## src/rtl/led_fade_pkg.sv

```systemverilog
// Shared definitions for the LED fade driver: FSM state encoding and full-scale level helper.
package led_fade_pkg;

    typedef enum logic [1:0] {
        S_OFF  = 2'd0,
        S_RISE = 2'd1,
        S_ON   = 2'd2,
        S_FALL = 2'd3
    } fade_state_t;

    function automatic int unsigned level_max(input int unsigned bits);
        return (32'd1 << bits) - 32'd1;
    endfunction

endpackage

```

## src/rtl/led_pwm_gen.sv

```systemverilog
// PWM generator: free-running 0..MAX-1 counter, duty latched at period start, registered compare.
module led_pwm_gen
    import led_fade_pkg::*;
#(
    parameter int unsigned PWM_BITS = 8
) (
    input  logic                clk_i,
    input  logic                rst_ni,
    input  logic                en_i,
    input  logic [PWM_BITS-1:0] duty_i,
    output logic                pwm_o
);

    localparam logic [PWM_BITS-1:0] MAX = PWM_BITS'(level_max(PWM_BITS));
    localparam logic [PWM_BITS-1:0] ONE = PWM_BITS'(1);

    logic [PWM_BITS-1:0] cnt_q, cnt_d;
    logic [PWM_BITS-1:0] duty_q, duty_d;
    logic                pwm_q, pwm_d;

    always_comb begin
        cnt_d  = (cnt_q == MAX - ONE) ? '0 : cnt_q + ONE;
        // The compare at period start already uses the newly latched duty.
        duty_d = (cnt_q == '0) ? duty_i : duty_q;
        pwm_d  = (cnt_q < duty_d);
        if (!en_i) begin
            duty_d = '0;
            pwm_d  = 1'b0;
        end
    end

    always_ff @(posedge clk_i or negedge rst_ni) begin
        if (!rst_ni) begin
            cnt_q  <= '0;
            duty_q <= '0;
            pwm_q  <= 1'b0;
        end else begin
            cnt_q  <= cnt_d;
            duty_q <= duty_d;
            pwm_q  <= pwm_d;
        end
    end

    assign pwm_o = pwm_q;

endmodule

```

## src/rtl/led_fade_driver.sv

```systemverilog
// Breathing LED driver: synchronized blink input ramps a PWM brightness level up/down.
// Optional macro LED_FADE_GAMMA_EN applies a squared (gamma) duty curve.
module led_fade_driver
    import led_fade_pkg::*;
#(
    parameter int unsigned PWM_BITS = 8,
    parameter int unsigned STEP_DIV = 195
) (
    input  logic                CLOCK_50,
    input  logic                RST_N,
    input  logic                blink_in,
    input  logic                enable,
    output logic                led_out,
    output logic [PWM_BITS-1:0] level,
    output logic                busy,
    output logic                fade_done
);

    localparam int unsigned         PW      = (STEP_DIV > 1) ? $clog2(STEP_DIV) : 1;
    localparam logic [PW-1:0]       TICK_AT = PW'(STEP_DIV - 1);
    localparam logic [PWM_BITS-1:0] MAX     = PWM_BITS'(level_max(PWM_BITS));
    localparam logic [PWM_BITS-1:0] ONE     = PWM_BITS'(1);

    logic                sync1_q, bs_q;
    fade_state_t         state_q, state_d;
    logic [PW-1:0]       presc_q, presc_d;
    logic [PWM_BITS-1:0] level_q, level_d;
    logic                done_q, done_d;
    logic                tick;
    logic [PWM_BITS-1:0] duty;

    always_ff @(posedge CLOCK_50 or negedge RST_N) begin
        if (!RST_N) begin
            sync1_q <= 1'b0;
            bs_q    <= 1'b0;
            state_q <= S_OFF;
            presc_q <= '0;
            level_q <= '0;
            done_q  <= 1'b0;
        end else begin
            sync1_q <= blink_in;
            bs_q    <= sync1_q;
            state_q <= state_d;
            presc_q <= presc_d;
            level_q <= level_d;
            done_q  <= done_d;
        end
    end

    assign busy = (state_q == S_RISE) || (state_q == S_FALL);
    assign tick = busy && (presc_q == TICK_AT);

    // A ramp already at its end level (after a reversal) completes on its next tick.
    always_comb begin
        state_d = state_q;
        if (!enable) begin
            state_d = S_OFF;
        end else begin
            unique case (state_q)
                S_OFF:   if (bs_q) state_d = S_RISE;
                S_RISE:  if (!bs_q) state_d = S_FALL;
                         else if (tick && level_q >= MAX - ONE) state_d = S_ON;
                S_ON:    if (!bs_q) state_d = S_FALL;
                S_FALL:  if (bs_q) state_d = S_RISE;
                         else if (tick && level_q <= ONE) state_d = S_OFF;
                default: state_d = S_OFF;
            endcase
        end
    end

    always_comb begin
        presc_d = presc_q + PW'(1);
        if ((state_d != S_RISE && state_d != S_FALL) || state_d != state_q || tick) begin
            presc_d = '0;
        end

        level_d = level_q;
        if (!enable) begin
            level_d = '0;
        end else if (tick && state_q == S_RISE && state_d != S_FALL && level_q != MAX) begin
            level_d = level_q + ONE;
        end else if (tick && state_q == S_FALL && state_d != S_RISE && level_q != '0) begin
            level_d = level_q - ONE;
        end

        done_d = enable && ((state_q == S_RISE && state_d == S_ON) ||
                            (state_q == S_FALL && state_d == S_OFF));
    end

`ifdef LED_FADE_GAMMA_EN
    logic [2*PWM_BITS-1:0] level_sq;
    assign level_sq = {{PWM_BITS{1'b0}}, level_q} * {{PWM_BITS{1'b0}}, level_q};
    assign duty     = (level_q == MAX) ? MAX : level_sq[2*PWM_BITS-1:PWM_BITS];
`else
    assign duty = level_q;
`endif

    led_pwm_gen #(
        .PWM_BITS(PWM_BITS)
    ) u_pwm (
        .clk_i (CLOCK_50),
        .rst_ni(RST_N),
        .en_i  (enable),
        .duty_i(duty),
        .pwm_o (led_out)
    );

    assign level     = level_q;
    assign fade_done = done_q;

endmodule

```

## config.mk

```make
export PLATFORM = sky130hd
export DESIGN_NAME = led_fade_driver
export DESIGN_NICKNAME = d
export VERILOG_FILES = /design/src/rtl/led_fade_pkg.sv /design/src/rtl/led_pwm_gen.sv /design/src/rtl/led_fade_driver.sv
export SDC_FILE = /design/constraint.sdc
export NUM_CORES = 1
export LEC_CHECK = 0
export CAP_MARGIN = 15
export CORE_ASPECT_RATIO = 0.6
export CORE_UTILIZATION = 63
export DETAILED_ROUTE_END_ITERATION = 10
export GPL_TIMING_DRIVEN = 0
export PLACE_DENSITY = 0.8
export SLEW_MARGIN = 20
export SYNTH_ARGS = -nofsm -noshare
export SYNTH_HDL_FRONTEND = slang
export SYNTH_HIERARCHICAL = 1
export SYNTH_SLANG_ARGS = --single-unit
```

## constraint.sdc

```tcl
create_clock -name CLOCK_50 -period 6.3 [get_ports CLOCK_50]
set_input_delay 0.945 -clock CLOCK_50 [delete_from_list [all_inputs] [get_ports CLOCK_50]]
set_output_delay 0.945 -clock CLOCK_50 [all_outputs]
set_load 0.005 [all_outputs]
```

* Word level (Yosys, flattened, before mapping)
Index checks and enable logic that the tools add are counted.
** Word-level totals
- Flip-flop bits (word level) :: 38
- Input port bits :: 4
- Output and inout bits :: 11
** Operators by class
- Add/sub/neg operators :: 4
- Magnitude comparators :: 3
- Equal/unequal tests :: 11
- Muxes and demuxes :: 16
- Reduce and logical (&&, ||, !) cells :: 21
** Operator list (number)
- $mux W8 :: 7
- $add A8 B1 Y8 const B :: 3
- $eq A8 B8 Y1 const B :: 2
- $mux W2 :: 7
- $logic_and A1 B1 Y1 :: 13
- $ge A8 B8 Y1 const B :: 1
- $le A8 B1 Y1 const B :: 1
- $logic_not A8 Y1 :: 1
- $lt A8 B8 Y1 :: 1
- $ne A8 B8 Y1 const B :: 1
- $pmux W2 S4 :: 1
- $reduce_bool A8 Y1 :: 1
- $sub A8 B1 Y8 const B :: 1
- $eq A2 B2 Y1 const B :: 3
- $logic_not A2 Y1 :: 2
- $logic_or A1 B1 Y1 :: 4
- $ne A3 B1 Y1 const B :: 1
- $eq A2 B1 Y1 const B :: 1
- $ne A2 B1 Y1 const B :: 1
- $ne A2 B2 Y1 :: 1
- $ne A2 B2 Y1 const B :: 1
- $mux W1 :: 1

* Logic depth before layout (Yosys ltp)
Gate-level depths: netlist of run 1.
- Depth in word-level cells :: 14
- Mapped depth :: 10

* By module
The synthesis of run 1 kept the hierarchy.
** By module, submodules not included
- led_fade_driver :: times used 1, cells each 137, area each 1286.2 um^2, seq. area each 525.5 um^2
- led_pwm_gen :: times used 1, cells each 88, area each 923.4 um^2, seq. area each 425.4 um^2

* Least setup slack after synthesis of run 1
No wires, ideal clock.
- Path kind :: register to register
- Start point :: register u_pwm.cnt_q[0]
- End point :: register u_pwm.pwm_q, in the netlist u_pwm/pwm_o
- Arrival :: 2131 ps
- Required time :: 6234 ps
- Slack :: 4103 ps
- Stages on the path, launching flop included :: 11
- Path buffers :: 1
- Clock period less this slack :: 2197 ps
- Path through :: dfrtp_1 inv_1 ha_1 nand3_1 buf_6 mux2i_1 ha_1 a21oi_1 nand2_1 a2111oi_0 o31a_1
** On the way
- Word-level cells in the longest chain between the ends :: 4
** Ends and longest elaborated chain
- from (decl) :: RTL line led_pwm_gen.sv:17 : logic [PWM_BITS-1:0] cnt_q, cnt_d;
- from (signal assigned) :: RTL line led_pwm_gen.sv:38 : cnt_q <= cnt_d;
- $logic_not A8 Y1 :: RTL line led_pwm_gen.sv:24 : duty_d = (cnt_q == '0) ? duty_i : duty_q;
- $mux W8 :: RTL line led_pwm_gen.sv:24
- $lt A8 B8 Y1 * :: RTL line led_pwm_gen.sv:25 : pwm_d = (cnt_q < duty_d);
- $mux W1 * :: RTL line led_pwm_gen.sv:26 : if (!en_i) begin
- net u_pwm.pwm_d :: RTL line led_pwm_gen.sv:19 : logic pwm_q, pwm_d;
- to (signal assigned) :: RTL line led_pwm_gen.sv:40 : pwm_q <= pwm_d;
- to (decl) :: RTL line led_pwm_gen.sv:19
Mark *: on every way through the listed nets, which the timed path passes. The rest lies on a longest branch.
A chain may end at the register's enable or synchronous reset.

* Worst setup path after layout of run 1
Same ends and word-level chain as after synthesis.

==> results.cfg, run 1 <==
[timing]
worstMarginPinSlew_ps = 660.8
period_share = 0.4110
hold_viol_final = 0
rsz0062_at_grt = false
fin_skew_ps = 7.424
fmax_mhz = 386.2
setup_violations = 0
slew_viol_final = 0
tns_ps = 0
relSlewSlack = 0.5557
period_needed_ps = 2589

[synth]
async_reset_ff_frac = 1.000
ys_top_cells_by_area = dfrtp_1 43%, ha_1 9.6%, nor2_1 5.1%
syn_avg_cell_area_um2 = 9.821
yosysSeqAreaShare = 0.4304
yosys-top-cells-count = 38 x dfrtp_1, 30 x nor2_1, 18 x nand3_1
ys_types = 49
yosys.area.top_type = dfrtp_1
synth-edff-count = 0
yosys_warnings = 6
synth_area_um2 = 2210
netlist_instances = 225
syn-num-nets = 246
ys_seq_elements = 38
synth_ff_type = dfrtp_1
yosysTopAreaCellShare = 0.4304
synth.most_common_cell = dfrtp_1

[setup_path]
worstPathArrival_ps = 2820
crit_buf_inv = 2
r2r_setup_slack_ps = 3710
cp_slowest_cell = dfrtp_1
path_max_fanout = 9
r2r-start = u_pwm/cnt_q[0]
cp_num_cells = 10
worst_r2r_path_depth = 10
cp.required_ps = 6530
r2r_end = u_pwm/pwm_o
critPathLaunchType = flop
slowest_delay_ps = 440
path_class = flop to flop
crit_family = compound AO/OA/AOI/OAI gates
worst_setup_path_end_kind = flop
crit_chain = inv_1 > ha_1 > nand3_1 > buf_6 > mux2i_1 > ha_1 > a21oi_1 > a21oi_1 > a2111oi_0 > o31a_1

[place]
placed_area_um2 = 2429
io_buffers = 14
dp_cells = 285
gp_congestion = 0.9508
dp_hpwl_um = 3749

[global_routing]
grt_pass1_wl_um = 7962
grt_pass1_vias = 1578
grt_overflow = 0
grt_use_total = 0.2980
grt_max_degree = 21
antenna_found_initial = 0

[final_layout]
stdcell_count = 293
design_area_um2 = 2566
drive_above_1_share = 0.09677
final_util = 0.7769
antennaDiodeCount = 0
synthToLayoutAreaGrowth_pct = 16.14
layout.nets = 268

[power_and_ir_drop]
finalPower_mw = 0.5314
power_frac_clock = 0.478
power_switching_mw = 0.1157
leakage_nw = 1.161
peakVddDrop_mv = 0.2610
power_density_nw_per_um2 = 207.1
pwr-share-seq = 0.467
p_int_mw = 0.4157
p_sw_frac = 0.2178
pwr-share-comb = 0.055

[route]
route.detailed.drc = 0
vias = 1782
routed_via_density = 6.082
wl_um = 5129
drtIter0Drc = 110
avgRoutedWirePerCell_um = 17.51
ant_nets = 0
drt_first_pass_iters = 4

[job]
drv_cap = 0

[clock_network]
cts_setup_buffers = 0
cts.sinks = 38
clock_tree.root_cell = clkbuf_8
cts_tree = built
cts_buffers = 5
clock_latency_ps = 300
cts_hold_buf = 0
cts.htree.levels = 2
cts_resized = 0
clock_path_buffers = 2
clk_pin_slew_ps = 80

[min_path]
min_path_type = flop to flop
hp-start = sync1_q
min_to = bs_q
hold_depth = 0

[floorplan]
die_w_um = 78.46
start_util = 0.6689
die_y_um = 47.88
die_area_um2 = 3756
fp-row-count = 16
core-area_um2 = 3303
io_pins = 15

[status]
status = completed
## state kept, by name, summed over array words and instances (netlist names)
| register | flops |
|---|---|
| level | 8 |
| fade_done | 1 |
| presc_q | 8 |
| u_pwm/duty_q | 8 |
| state_q | 2 |
| sync1_q | 1 |
| bs_q | 1 |
| u_pwm/cnt_q | 8 |
| u_pwm/pwm_o | 1 |
## metrics by stage
stage / hold WS (ps) / setup WS (ps)
floorplan: 331.2 / 4103
CTS: 363.2 / 3757
finish: 362.1 / 3711
detailed placement: 345.2 / 3544
global route: 372.0 / 3497
global placement: 338.2 / 3483
## layout make-up
type,instances,area (um^2)
clock buffers,5,68.82
flip-flops and latches,38,950.9
fillers,226,737.0
repair buffers,15,162.7
clock inverters,3,68.82
well taps,45,56.30
inverters,7,26.28
multi-input cells,171,1177
plain buffers,9,55.05
## layer usage
metal  wire length, um  GRT usage
met3               295    0.07810
met4                55     0.1074
met2              2227     0.4491
met1              2552     0.4241
met5                 0          0
## kinds of logic (layout without fill, tap and decap cells)
logic type / Yosys count / count (layout) / share of synthesized area
compound gates: 29 / 29 / 0.08834
mux: 12 / 12 / 0.05606
buf+inv: 16 / 39 / 0.03680
simple gates: 100 / 100 / 0.2407
xor+xnor: 13 / 13 / 0.05153
fa+ha+maj: 17 / 17 / 0.09626
flops: 38 / 38 / 0.4304
## layout by cell type (no fill, tap or decap), types with 2 or more instances in the layout
| master | Yosys | routed |
|---|---|---|
| clkbuf_1 | 4 | 4 |
| buf_6 | 2 | 2 |
| nand2_1 | 17 | 17 |
| a21oi_1 | 8 | 8 |
| xor2_1 | 8 | 8 |
| nor2b_1 | 2 | 2 |
| o22ai_1 | 2 | 2 |
| nor2_1 | 30 | 30 |
| o31ai_1 | 2 | 2 |
| o21ai_0 | 2 | 2 |
| dfrtp_1 | 38 | 38 |
| clkdlybuf4s50_1 | 0 | 13 |
| nor3_1 | 3 | 3 |
| xnor2_1 | 5 | 5 |
| and3b_1 | 2 | 2 |
| a31oi_1 | 2 | 2 |
| nand4_1 | 7 | 7 |
| clkbuf_8 | 0 | 5 |
| and3_1 | 4 | 4 |
| or2_2 | 2 | 2 |
| buf_2 | 1 | 2 |
| nand2b_1 | 3 | 3 |
| a21o_1 | 3 | 3 |
| inv_1 | 7 | 7 |
| bufinv_16 | 0 | 2 |
| a32oi_1 | 2 | 2 |
| ha_1 | 17 | 17 |
| nand3_1 | 18 | 18 |
| mux2i_1 | 11 | 11 |
## power groups by stage
stage / registers [mW] / clock network (mW) / logic [mW]
detailed placement: 0.253 / 0 / 0.0287
floorplan: 0.253 / 0 / 0.0141
CTS: 0.248 / 0.254 / 0.0292
finish: 0.248 / 0.254 / 0.0293
global placement: 0.253 / 0 / 0.0256
global route: 0.249 / 0.264 / 0.0326
## worst max-delay path by stage
stage | start | endpoint | slack, ps
detailed placement | enable | presc_q[0] | 3540
CTS | u_pwm/cnt_q[4] | u_pwm/pwm_o | 3760
global route | u_pwm/cnt_q[0] | u_pwm/pwm_o | 3500
finish | u_pwm/cnt_q[0] | u_pwm/pwm_o | 3710
floorplan | u_pwm/cnt_q[0] | u_pwm/pwm_o | 4100
global placement | RST_N | u_pwm/cnt_q[4] | 3480
## worst register-to-register path, cell delays in order, from the launching register on
cell and delay, ps:
dfrtp_1 440, inv_1 120, ha_1 210, nand3_1 90, buf_6 180, mux2i_1 290, ha_1 310, a21oi_1 190
a21oi_1 100, a2111oi_0 390, o31a_1 210
(Power assumes the default switching activity.)
==> run 2: changes to the inputs <==
Settings changed: CORE_UTILIZATION 63 to 53, PLACE_DENSITY 0.8 to 0.72.
Clock period 6.3 ns to 2.3 ns, I/O delays scaled along.
==> results.cfg, run 2 (synthesis gave the netlist of run 1 again) <==
[clock_network]
cts_hold_buf = 0
clk_pin_slew_ps = 80
cts.sinks = 38
clock_path_buffers = 2
clock_tree.root_cell = clkbuf_8
cts.htree.levels = 2
cts_buffers = 5
cts_tree = built
clock_latency_ps = 290

[floorplan]
start_util = 0.5771
io_pins = 15
die_w_um = 85.36
fp-row-count = 17
die_y_um = 52.02
die_area_um2 = 4440
core-area_um2 = 3829

[power_and_ir_drop]
p_int_mw = 1.167
pwr-share-comb = 0.055
finalPower_mw = 1.464
power_switching_mw = 0.2976
peakVddDrop_mv = 0.3229
leakage_nw = 1.190
pwr-share-seq = 0.464
p_sw_frac = 0.2032
power_frac_clock = 0.481
power_density_nw_per_um2 = 519.9

[setup_path]
cp.required_ps = 2480
path_class = flop to flop
worst_setup_path_end_kind = flop
worstPathArrival_ps = 2500
critPathLaunchType = flop
crit_chain = nor4_4 > nand3_1 > buf_6 > mux2i_4 > ha_4 > nand4_1 > buf_4 > o31a_1
crit_buf_inv = 2
path_max_fanout = 7
crit_family = simple AND/OR/NAND/NOR gates
cp_slowest_cell = dfrtp_2
r2r_setup_slack_ps = -20
slowest_delay_ps = 440

[route]
avgRoutedWirePerCell_um = 16.62
vias = 1798
wl_um = 5037
drtIter0Drc = 117
route.detailed.drc = 0
routed_via_density = 5.934
drt_first_pass_iters = 4
ant_nets = 0

[timing]
hold_ws_ps = -2.304
period_share = 1.007
tns_ps = -16.40
relSlewSlack = 0.5303
hold_viol_final = 2
setup_violations = 1
fin_skew_ps = 2.720
slew_viol_final = 0
worstMarginPinSlew_ps = 703.8
rsz0062_at_grt = true
period_needed_ps = 2316
fmax_mhz = 431.7
worst_slack_ps = -16.40

[final_layout]
stdcell_count = 303
antennaDiodeCount = 0
design_area_um2 = 2816
layout.nets = 276
synthToLayoutAreaGrowth_pct = 27.46
layout_commonest_cell = dfrtp_1
final_util = 0.7356
drive_above_1_share = 0.2109
final_cell_mix = 34 x dfrtp_1, 30 x nor2_1, 16 x nand2_1, 16 x nand3_1, 13 x clkdlybuf4s50_1

[global_routing]
grt_use_total = 0.2629
antenna_found_initial = 0
grt_max_degree = 22
grt_pass1_wl_um = 8638
grt_pass1_vias = 1688
grt_overflow = 0

[status]
violations = hold timing, setup timing
status = finished with violations

[place]
dp_cells = 287
dp_hpwl_um = 3496
pre_cts_slack_ps = -242.7
placed_area_um2 = 2431
gp_congestion = 0.8885
io_buffers = 14

[job]
drv_cap = 0

[min_path]
min_path_type = input port to async pin
run 2: worst reg2reg max path, cell delays in order, from the launching register on:
cell and delay (ps):
dfrtp_2 440, nor4_4 320, nand3_1 130, buf_6 180, mux2i_4 210, ha_4 310, nand4_1 160, buf_4 180
o31a_1 270
run 2: cell type report:
type                       instances  area, um^2
multi-input combinational        171        1355
clock buffer                       6       82.58
clock inverter                     2       60.06
timing repair buffer              23       222.7
tap                               47       58.81
fill                             266        1012
inverter                           7       26.28
sequential                        38       955.9
buffer                             9       55.05
run 2: per-layer routing:
| layer | track usage | share of wire | vias to the layer above |
|---|---|---|---|
| met2 | 0.3427 | 0.37 | 84 |
| met1 | 0.4210 | 0.53 | 850 |
| li1 | - | - | 860 |
| met3 | 0.06667 | 0.091 | 4 |
| met5 | 0 | 0 | - |
| met4 | 0.06667 | 0.0068 | 0 |
run 2: timing repair:
item | CTS | global route
buffers inserted | 6 | 2
endpoints found under the setup margin | 2 | 6
endpoints found under the hold margin | 0 | 0
resized for setup | 14 | 17
pin swaps | 9 | 10
cloned | 0 | 0
run 2: worst paths after layout:
kind | start | endpoint | depth (start not counted)
max | u_pwm/cnt_q[4] | u_pwm/pwm_o | 8
min | RST_N | u_pwm/cnt_q[5] | 1
max reg2reg | u_pwm/cnt_q[4] | u_pwm/pwm_o | 8
min reg2reg | sync1_q | bs_q | 0
max in group asynchronous | RST_N | u_pwm/cnt_q[1] | 2
min in group CLOCK_50 | sync1_q | bs_q | 0
run 2: power by group through the flow:
stage | sequential (mW) | combinational [mW] | clock (mW)
after floorplan | 0.692 | 0.0386 | 0
after global placement | 0.693 | 0.0733 | 0
after detailed placement | 0.693 | 0.0781 | 0
after CTS | 0.680 | 0.0794 | 0.715
after global routing | 0.681 | 0.0915 | 0.739
final | 0.680 | 0.0801 | 0.704
==> run 3: changes to the inputs <==
Settings changed: CORE_UTILIZATION 53 to 40, PLACE_DENSITY 0.72 to 0.56.
==> results.cfg, run 3 (synthesis gave the netlist of run 1 again) <==
[timing]
fmax_mhz = 430.5
worst_slack_ps = -23.08
setup_violations = 1
period_share = 1.010
rsz0062_at_grt = true
hold_ws_ps = 351.4
relSlewSlack = 0.5336
period_needed_ps = 2323
hold_viol_final = 0
worstMarginPinSlew_ps = 698.8
tns_ps = -23.08
slew_viol_final = 0
fin_skew_ps = 5.339

[final_layout]
final_cell_mix = 35 x dfrtp_1, 30 x nor2_1, 17 x nand3_1
layout.nets = 275
drive_above_1_share = 0.1922
antennaDiodeCount = 0
seq_area_um2 = 954.7
layout_commonest_cell = dfrtp_1
fillCellCount = 458
synthToLayoutAreaGrowth_pct = 27.24
design_area_um2 = 2811
multi_input_area_um2 = 1375

[status]
status = finished with violations
violations = DRC, setup timing

[floorplan]
io_pins = 15
core-area_um2 = 5180
die_w_um = 97.95
die_area_um2 = 5835
start_util = 0.4266
die_y_um = 59.57
fp-row-count = 20

[setup_path]
crit_family = simple AND/OR/NAND/NOR gates
critPathLaunchType = flop
worst_r2r_path_depth = 10
slowest_delay_ps = 450
worstPathArrival_ps = 2510
crit_chain = nor4_4 > nand3_2 > buf_12 > buf_4 > mux2i_1 > ha_2 > nand3_1 > a21oi_2 > a2111oi_4 > o31a_1
cp_num_cells = 10
crit_buf_inv = 2
path_class = flop to flop
cp.required_ps = 2490
cp_slowest_cell = dfrtp_2
path_max_fanout = 7
worst_setup_path_end_kind = flop

[global_routing]
grt_overflow = 0
grt_pass1_vias = 1468
antenna_found_initial = 0
grt_use_total = 0.1837
grt_pass1_wl_um = 7997
grt_max_degree = 24

[clock_network]
cts.htree.levels = 2
cts_buffers = 5
clock_path_buffers = 2
clk_pin_slew_ps = 80
clock_latency_ps = 290
clock_tree.root_cell = clkbuf_8
cts_tree = built
cts.sinks = 38

[route]
vias = 1730
drtIter0Drc = 124
route.detailed.drc = 1
avgRoutedWirePerCell_um = 16.36
wl_um = 5252
drt_first_pass_iters = 8
ant_nets = 0
routed_via_density = 5.389

[min_path]
hold_depth = 0
min_path_type = flop to flop

[place]
io_buffers = 14
dp_hpwl_um = 3654
placed_area_um2 = 2455
gp_congestion = 0.7893

[power_and_ir_drop]
peakVddDrop_mv = 0.1915
leakage_nw = 1.171
power_density_nw_per_um2 = 443.2
finalPower_mw = 1.246

[job]
drv_cap = 0
[run 3: through the flow]
stage | instances | setup WS [ps] | util
after floorplan | 225 | 102.8 | -
after global placement | 305 | -240.7 | 0.4696
after detailed placement | 306 | -252.8 | 0.4739
after CTS | 319 | -37.10 | 0.5085
after global routing | 321 | -80.16 | 0.5428
final | 321 | -23.08 | 0.5428
[run 3: final timing paths]
check | startpoint | to | slack, ps
setup / recovery | u_pwm/cnt_q[4] | u_pwm/pwm_o | -20
hold / removal | sync1_q | bs_q | 350
setup reg to reg | u_pwm/cnt_q[4] | u_pwm/pwm_o | -20
hold reg to reg | sync1_q | bs_q | 350
max in group asynchronous | RST_N | u_pwm/cnt_q[1] | 1320
min in group asynchronous | RST_N | u_pwm/duty_q[5] | 510
[run 3: report_power, final]
group | internal [mW] | switching (mW)
clock | 0.242 | 0.240
combinational | 0.0304 | 0.0536
sequential | 0.675 | 0.00447
[run 3: timing repair]
item | CTS | global route
pin swaps | 8 | 8
setup endpoints to repair | 3 | 5
hold buffers | 1 | 0
setup buffers | 4 | 2
hold endpoints to repair | 9 | 0
cloned | 0 | 0
gates resized for setup | 9 | 25
[run 3: area by class of cell]
class	instances	share of cell area
Sequential cell	38	0.3396
Buffer	9	0.02270
Clock inverter	1	0.001780
Multi-Input combinational cell	171	0.4891
Inverter	7	0.009346
Tap cell	66	0.02937
Clock buffer	7	0.03071
Timing Repair Buffer	22	0.07744
[run 3: per-layer routing]
layer | GRT usage | vias up | share of wire
met2 | 0.2022 | 58 | 0.36
li1 | - | 863 | -
met1 | 0.3197 | 802 | 0.57
met3 | 0.04835 | 7 | 0.063
met5 | 0 | - | 0
met4 | 0.04329 | 0 | 0.0093
